==> config.mk <==
export PLATFORM = sky130hd
export DESIGN_NAME = hazard_stall_controller
export DESIGN_NICKNAME = d
export VERILOG_FILES = /design/src/rtl/hazard_stall_controller.sv
export SDC_FILE = /design/constraint.sdc
export NUM_CORES = 1
export LEC_CHECK = 0
export BUFFER_PORTS_ARGS = -buffer_cell sky130_fd_sc_hd__buf_2
export CORE_UTILIZATION = 52
export CTS_CLUSTER_SIZE = 20
export DETAILED_ROUTE_END_ITERATION = 7
export PLACE_DENSITY = 0.79
export REMOVE_ABC_BUFFERS = 1
export SYNTH_ARGS = -nofsm -noshare
export SYNTH_HDL_FRONTEND = slang
export SYNTH_SLANG_ARGS = --single-unit
==> constraint.sdc <==
create_clock -name clk -period 2.02 [get_ports clk]
set_input_delay 0.303 -clock clk [delete_from_list [all_inputs] [get_ports clk]]
set_output_delay 0.303 -clock clk [all_outputs]
set_load 0.02 [all_outputs]
==> src/rtl/hazard_stall_controller.sv <==
// hazard_stall_controller
//   Pipeline sequencing controller for a 5-stage forwarding/stalling core.
//   It inserts a one-cycle bubble on load-use hazards and squashes wrong-path
//   instructions on a taken branch resolved in EX. It freezes the pipeline while
//   data memory is busy and enters a sticky ERROR state on memory timeout. It
//   also keeps saturating stall and flush counters.
//
// Ports
//   clk            : clock, rising edge
//   rst            : synchronous active-high reset
//   rs1IFID/rs2IFID: source registers of the instruction in ID
//   useRs1/useRs2  : ID instruction actually reads rs1/rs2
//   rdIDEX         : destination register of the instruction in EX
//   MemReadIDEX    : EX instruction is a load
//   branchTakenEX  : branch/jump in EX resolved taken
//   memReq         : MEM-stage instruction accesses data memory
//   memReady       : data memory completes the access this cycle
//   PCWrite        : PC register enable
//   IFIDWrite      : IF/ID register enable
//   IFIDFlush      : load NOP into IF/ID
//   IDEXFlush      : load bubble into ID/EX
//   pipeFreeze     : hold ID/EX and EX/MEM, bubble into MEM/WB
//   halt           : sticky memory-timeout error (registered)
//   stall_cycles   : saturating count of stalled cycles (registered)
//   flush_count    : saturating count of branch flushes (registered)
module hazard_stall_controller #(
    parameter int unsigned MAX_WAIT = 16,
    parameter int unsigned CNT_W    = 16
) (
    input  logic             clk,
    input  logic             rst,
    input  logic [4:0]       rs1IFID,
    input  logic [4:0]       rs2IFID,
    input  logic             useRs1,
    input  logic             useRs2,
    input  logic [4:0]       rdIDEX,
    input  logic             MemReadIDEX,
    input  logic             branchTakenEX,
    input  logic             memReq,
    input  logic             memReady,
    output logic             PCWrite,
    output logic             IFIDWrite,
    output logic             IFIDFlush,
    output logic             IDEXFlush,
    output logic             pipeFreeze,
    output logic             halt,
    output logic [CNT_W-1:0] stall_cycles,
    output logic [CNT_W-1:0] flush_count
);

    localparam int unsigned WaitW = $clog2(MAX_WAIT) + 1;
    localparam logic [WaitW-1:0] WaitLast = WaitW'(MAX_WAIT - 1);

    typedef enum logic [1:0] {
        StRun,
        StMemWait,
        StError
    } state_e;

    state_e            state_q;
    logic [WaitW-1:0]  wait_cnt_q;
    logic              halt_q;
    logic [CNT_W-1:0]  stall_cycles_q;
    logic [CNT_W-1:0]  flush_count_q;

    logic freeze;
    logic load_use;
    logic branch_act;
    logic load_use_act;

    // Frozen cycles defer branch/load-use; their stage registers are held, so
    // they re-evaluate on the release cycle.
    always_comb begin
        freeze = ((state_q == StRun) && memReq && !memReady) ||
                 ((state_q == StMemWait) && !memReady) ||
                 (state_q == StError);
        load_use = MemReadIDEX && (rdIDEX != 5'd0) &&
                   ((useRs1 && (rdIDEX == rs1IFID)) || (useRs2 && (rdIDEX == rs2IFID)));
        branch_act   = !freeze && branchTakenEX;
        load_use_act = !freeze && !branchTakenEX && load_use;
    end

    always_comb begin
        PCWrite    = 1'b1;
        IFIDWrite  = 1'b1;
        IFIDFlush  = 1'b0;
        IDEXFlush  = 1'b0;
        pipeFreeze = 1'b0;
        if (rst) begin
            PCWrite   = 1'b0;
            IFIDWrite = 1'b0;
            IDEXFlush = 1'b1;
        end else if (freeze) begin
            pipeFreeze = 1'b1;
            PCWrite    = 1'b0;
            IFIDWrite  = 1'b0;
        end else if (branch_act) begin
            IFIDFlush = 1'b1;
            IDEXFlush = 1'b1;
        end else if (load_use_act) begin
            PCWrite   = 1'b0;
            IFIDWrite = 1'b0;
            IDEXFlush = 1'b1;
        end
    end

    always_ff @(posedge clk) begin
        if (rst) begin
            state_q        <= StRun;
            wait_cnt_q     <= '0;
            halt_q         <= 1'b0;
            stall_cycles_q <= '0;
            flush_count_q  <= '0;
        end else begin
            unique case (state_q)
                StRun: begin
                    // A single-cycle memory (ready in the request cycle) stays in RUN.
                    if (memReq && !memReady) begin
                        state_q    <= StMemWait;
                        wait_cnt_q <= WaitW'(1);
                    end
                end
                StMemWait: begin
                    if (memReady) begin
                        state_q    <= StRun;
                        wait_cnt_q <= '0;
                    end else if (wait_cnt_q == WaitLast) begin
                        state_q <= StError;
                        halt_q  <= 1'b1;
                    end else begin
                        wait_cnt_q <= wait_cnt_q + WaitW'(1);
                    end
                end
                StError: begin
                    state_q <= StError;
                end
                default: begin
                    state_q <= StRun;
                end
            endcase

            if ((freeze || load_use_act) && (stall_cycles_q != {CNT_W{1'b1}})) begin
                stall_cycles_q <= stall_cycles_q + CNT_W'(1);
            end
            if (branch_act && (flush_count_q != {CNT_W{1'b1}})) begin
                flush_count_q <= flush_count_q + CNT_W'(1);
            end
        end
    end

    assign halt         = halt_q;
    assign stall_cycles = stall_cycles_q;
    assign flush_count  = flush_count_q;

endmodule

==> flow_metrics.py <==
metrics = {
    "placed_design": {
        "placed_cell_area_mm2": 0.00260,
        "hpwl_um": 3420,
        "place_congestion": 0.845,
        "dpl.cell_count": 371,
        "portBuffers": 60,
    },
    "routing": {
        "m1WireLength_um": 2180,
        "wl_met3_um": 202,
        "final_antenna_net_count": 0,
        "drc": 0,
        "first_pass_iters": 4,
        "wl_um": 4670,
        "drtIter0Drc": 203,
        "met2_length_um": 2200,
        "vias": 2045,
        "highest_layer": "met4",
        "via_per_inst": 5.40,
        "wl_per_cell_um": 12.3,
    },
    "synth": {
        "synth_area_leader_cell": "dfxtp_1",
        "synthesis.area_mm2": 0.00222,
        "synth-edff-count": 0,
        "ys_warn_count": 0,
        "ys_types": 51,
        "synthArstFlopShare_pct": 0,
        "ys.flop_type": "dfxtp_1",
        "synth_area_per_cell_um2": 8.48,
        "synth-seq-cells": 40,
        "ys_seq_area_share_pct": 36.0,
        "yosys.area.top_type_share_pct": 36.0,
        "synth_cells": 262,
        "synth_area_leaders": "dfxtp_1 (36%), xnor2_1 (7.1%), nor2_1 (6.1%)",
    },
    "layout": {
        "num_antenna_cells": 0,
        "fin_cells": 379,
        "design_area_mm2": 0.00273,
        "finalNetCount": 355,
        "syn_to_final_growth_pct": 22.7,
        "drive_above_1_share_pct": 29.5,
    },
    "clock_tree": {
        "clock-root-buffer": "clkbuf_8",
        "cts_buffer_depth": 2,
        "post_cts_buffers": 0,
        "clk_latency_ps": 300,
        "cts_tree": "done",
        "numClockSinks": 40,
        "h-tree-depth": 2,
        "numCtsBuffers": 5,
        "cts.reportedPaths.clkPinSlew_ps": 80,
    },
    "min_path": {
        "hp-class": "in2reg",
    },
    "global_route": {
        "grt_max_degree": 33,
        "grt_pass1_wl_um": 7910,
        "antenna_found_initial": 0,
        "grt_util_all_layers_pct": 23.0,
        "grt_pass1_vias": 1884,
        "gr-total-overflow": 0,
    },
    "power_and_ir_drop": {
        "comb_power_share_pct": 11.7,
        "power_frac_clock_pct": 36.2,
        "vdd_drop_max_uv": 393,
        "intPower_uw": 1160,
        "p_sw_share_pct": 26.1,
        "power_density_mw_per_mm2": 575,
        "p_switching_uw": 410,
        "leakagePower_uw": 0.00110,
        "pwr-share-seq_pct": 52.0,
    },
    "sta": {
        "setup_viol": 0,
        "rsz0062_at_grt": "false",
        "tightest_slew_ps": 464,
        "hold_viol_final": 0,
        "hold_ws_ps": 305,
        "max_freq_ghz": 0.513,
        "slew_headroom_pct": 68.7,
        "clock_skew_ps": 12.7,
        "period_share_pct": 96.5,
        "finalSetupTns_ps": 0,
        "drv_slew": 0,
        "post-route-min-period_ps": 1950,
    },
    "die": {
        "fp-row-count": 23,
        "start_util_pct": 54.8,
        "die_h_um": 67.4,
        "dieWidth_um": 67.4,
        "dieArea_mm2": 0.00454,
        "num_io_pins": 61,
        "core_area_mm2": 0.00406,
    },
    "worst_setup_path": {
        "setup.worst_path.start_class": "input pin",
        "path_class": "in2out",
        "cp-end-kind": "primary output",
        "crit_fanout": 3,
        "cp.arrival_ps": 1650,
        "critical_path_required_ps": 1720,
    },
    "run_status": {
        "run_status": "completed",
    },
    "run": {
        "maxCapViolations": 0,
    },
}
critical path, stage by stage:
cell	delay [ps]
buf_2	120
or4_4	530
o21ai_2	140
inv_1	80
a21oi_4	170
and2_4	170
buf_4	130
synth_stat cells, types with 3 or more instances:
master	n
clkbuf_1	4
a21oi_1	14
dfxtp_1	40
mux2i_1	3
mux2_4	7
ha_1	4
xnor2_1	18
nor2_1	36
inv_1	12
nand2_1	16
or3_1	11
nand3_1	13
xor2_1	4
nor3_1	6
nor2b_1	8
nand4_1	9
o21ai_0	13
repair_timing:
action                                 4_1_cts  5_1_grt
endpoints found under the hold margin        0        0
resized for setup                            0        8
hold buffers                                 0        0
setup endpoints to repair                    0        4
worst paths after layout:
check	to	cells after the start	slack [ps]	from
max reg2reg	flush_count[6]	5	130	state_q[0]
min reg2reg	halt	2	460	halt
max	PCWrite	7	70	rdIDEX[1]
min	flush_count[15]	2	310	rst
layer usage:
layer | vias to the layer above | track usage [%]
met5 | - | 0
met4 | 0 | 10.1
met2 | 52 | 37.8
met3 | 9 | 5.57
li1 | 1057 | -
met1 | 927 | 28.4
state kept, by name (all words and copies together) (netlist names):
signal	count
flush_count	16
halt	1
stall_cycles	16
state_q	2
wait_cnt_q	5
stage by stage:
stage | setup slack (ps) | total power (uW) | util, %
floorplan | -329 | 930 | -
global placement | -11.0 | 1010 | 64.2
detailed placement | -28.6 | 1010 | 64.2
CTS | 11.4 | 1580 | 66.6
global route | 1.66 | 1640 | 67.2
finish | 70.0 | 1570 | 67.2
power groups by stage:
| stage | clock network, uW | registers [uW] | logic [uW] |
|---|---|---|---|
| floorplan | 0 | 840 | 90.4 |
| global placement | 0 | 833 | 174 |
| detailed placement | 0 | 834 | 178 |
| CTS | 585 | 816 | 178 |
| global route | 615 | 818 | 205 |
| finish | 568 | 816 | 184 |
placed cells by master (no fill, tap or decap), types with 7 or more instances in the layout:
master and n:
a21oi_1 14, buf_2 58, buf_4 8, dfxtp_1 40
inv_1 12, mux2_4 7, nand2_1 16, nand3_1 13
nand4_1 9, nor2_1 35, nor2b_1 8, o21ai_0 12
or3_1 11, xnor2_1 18
logic make-up (layout without fill, tap and decap cells):
kind of cell               count (synthesis)  after routing  synth area share, %
DFF                                       40             40                 36.0
xor gates and xnor gates                  22             22                 8.67
adders and majority gates                  4              4                 2.25
buffers and inverters                     20             87                 4.11
AOI/OAI and AO/OA                         47             47                 13.8
and+or+nand+nor                          119            119                 29.1
muxes                                     10             10                 6.08
cell type report:
cell class / instances / area [um2]
Multi-Input combinational cell: 202 / 1350
Fill cell: 342 / 1330
Sequential cell: 40 / 801
Timing Repair Buffer: 67 / 370
Clock buffer: 6 / 82.6
Tap cell: 50 / 62.6
Inverter: 12 / 45.0
Clock inverter: 2 / 15.0
Power figures use the tool's default switching activity.
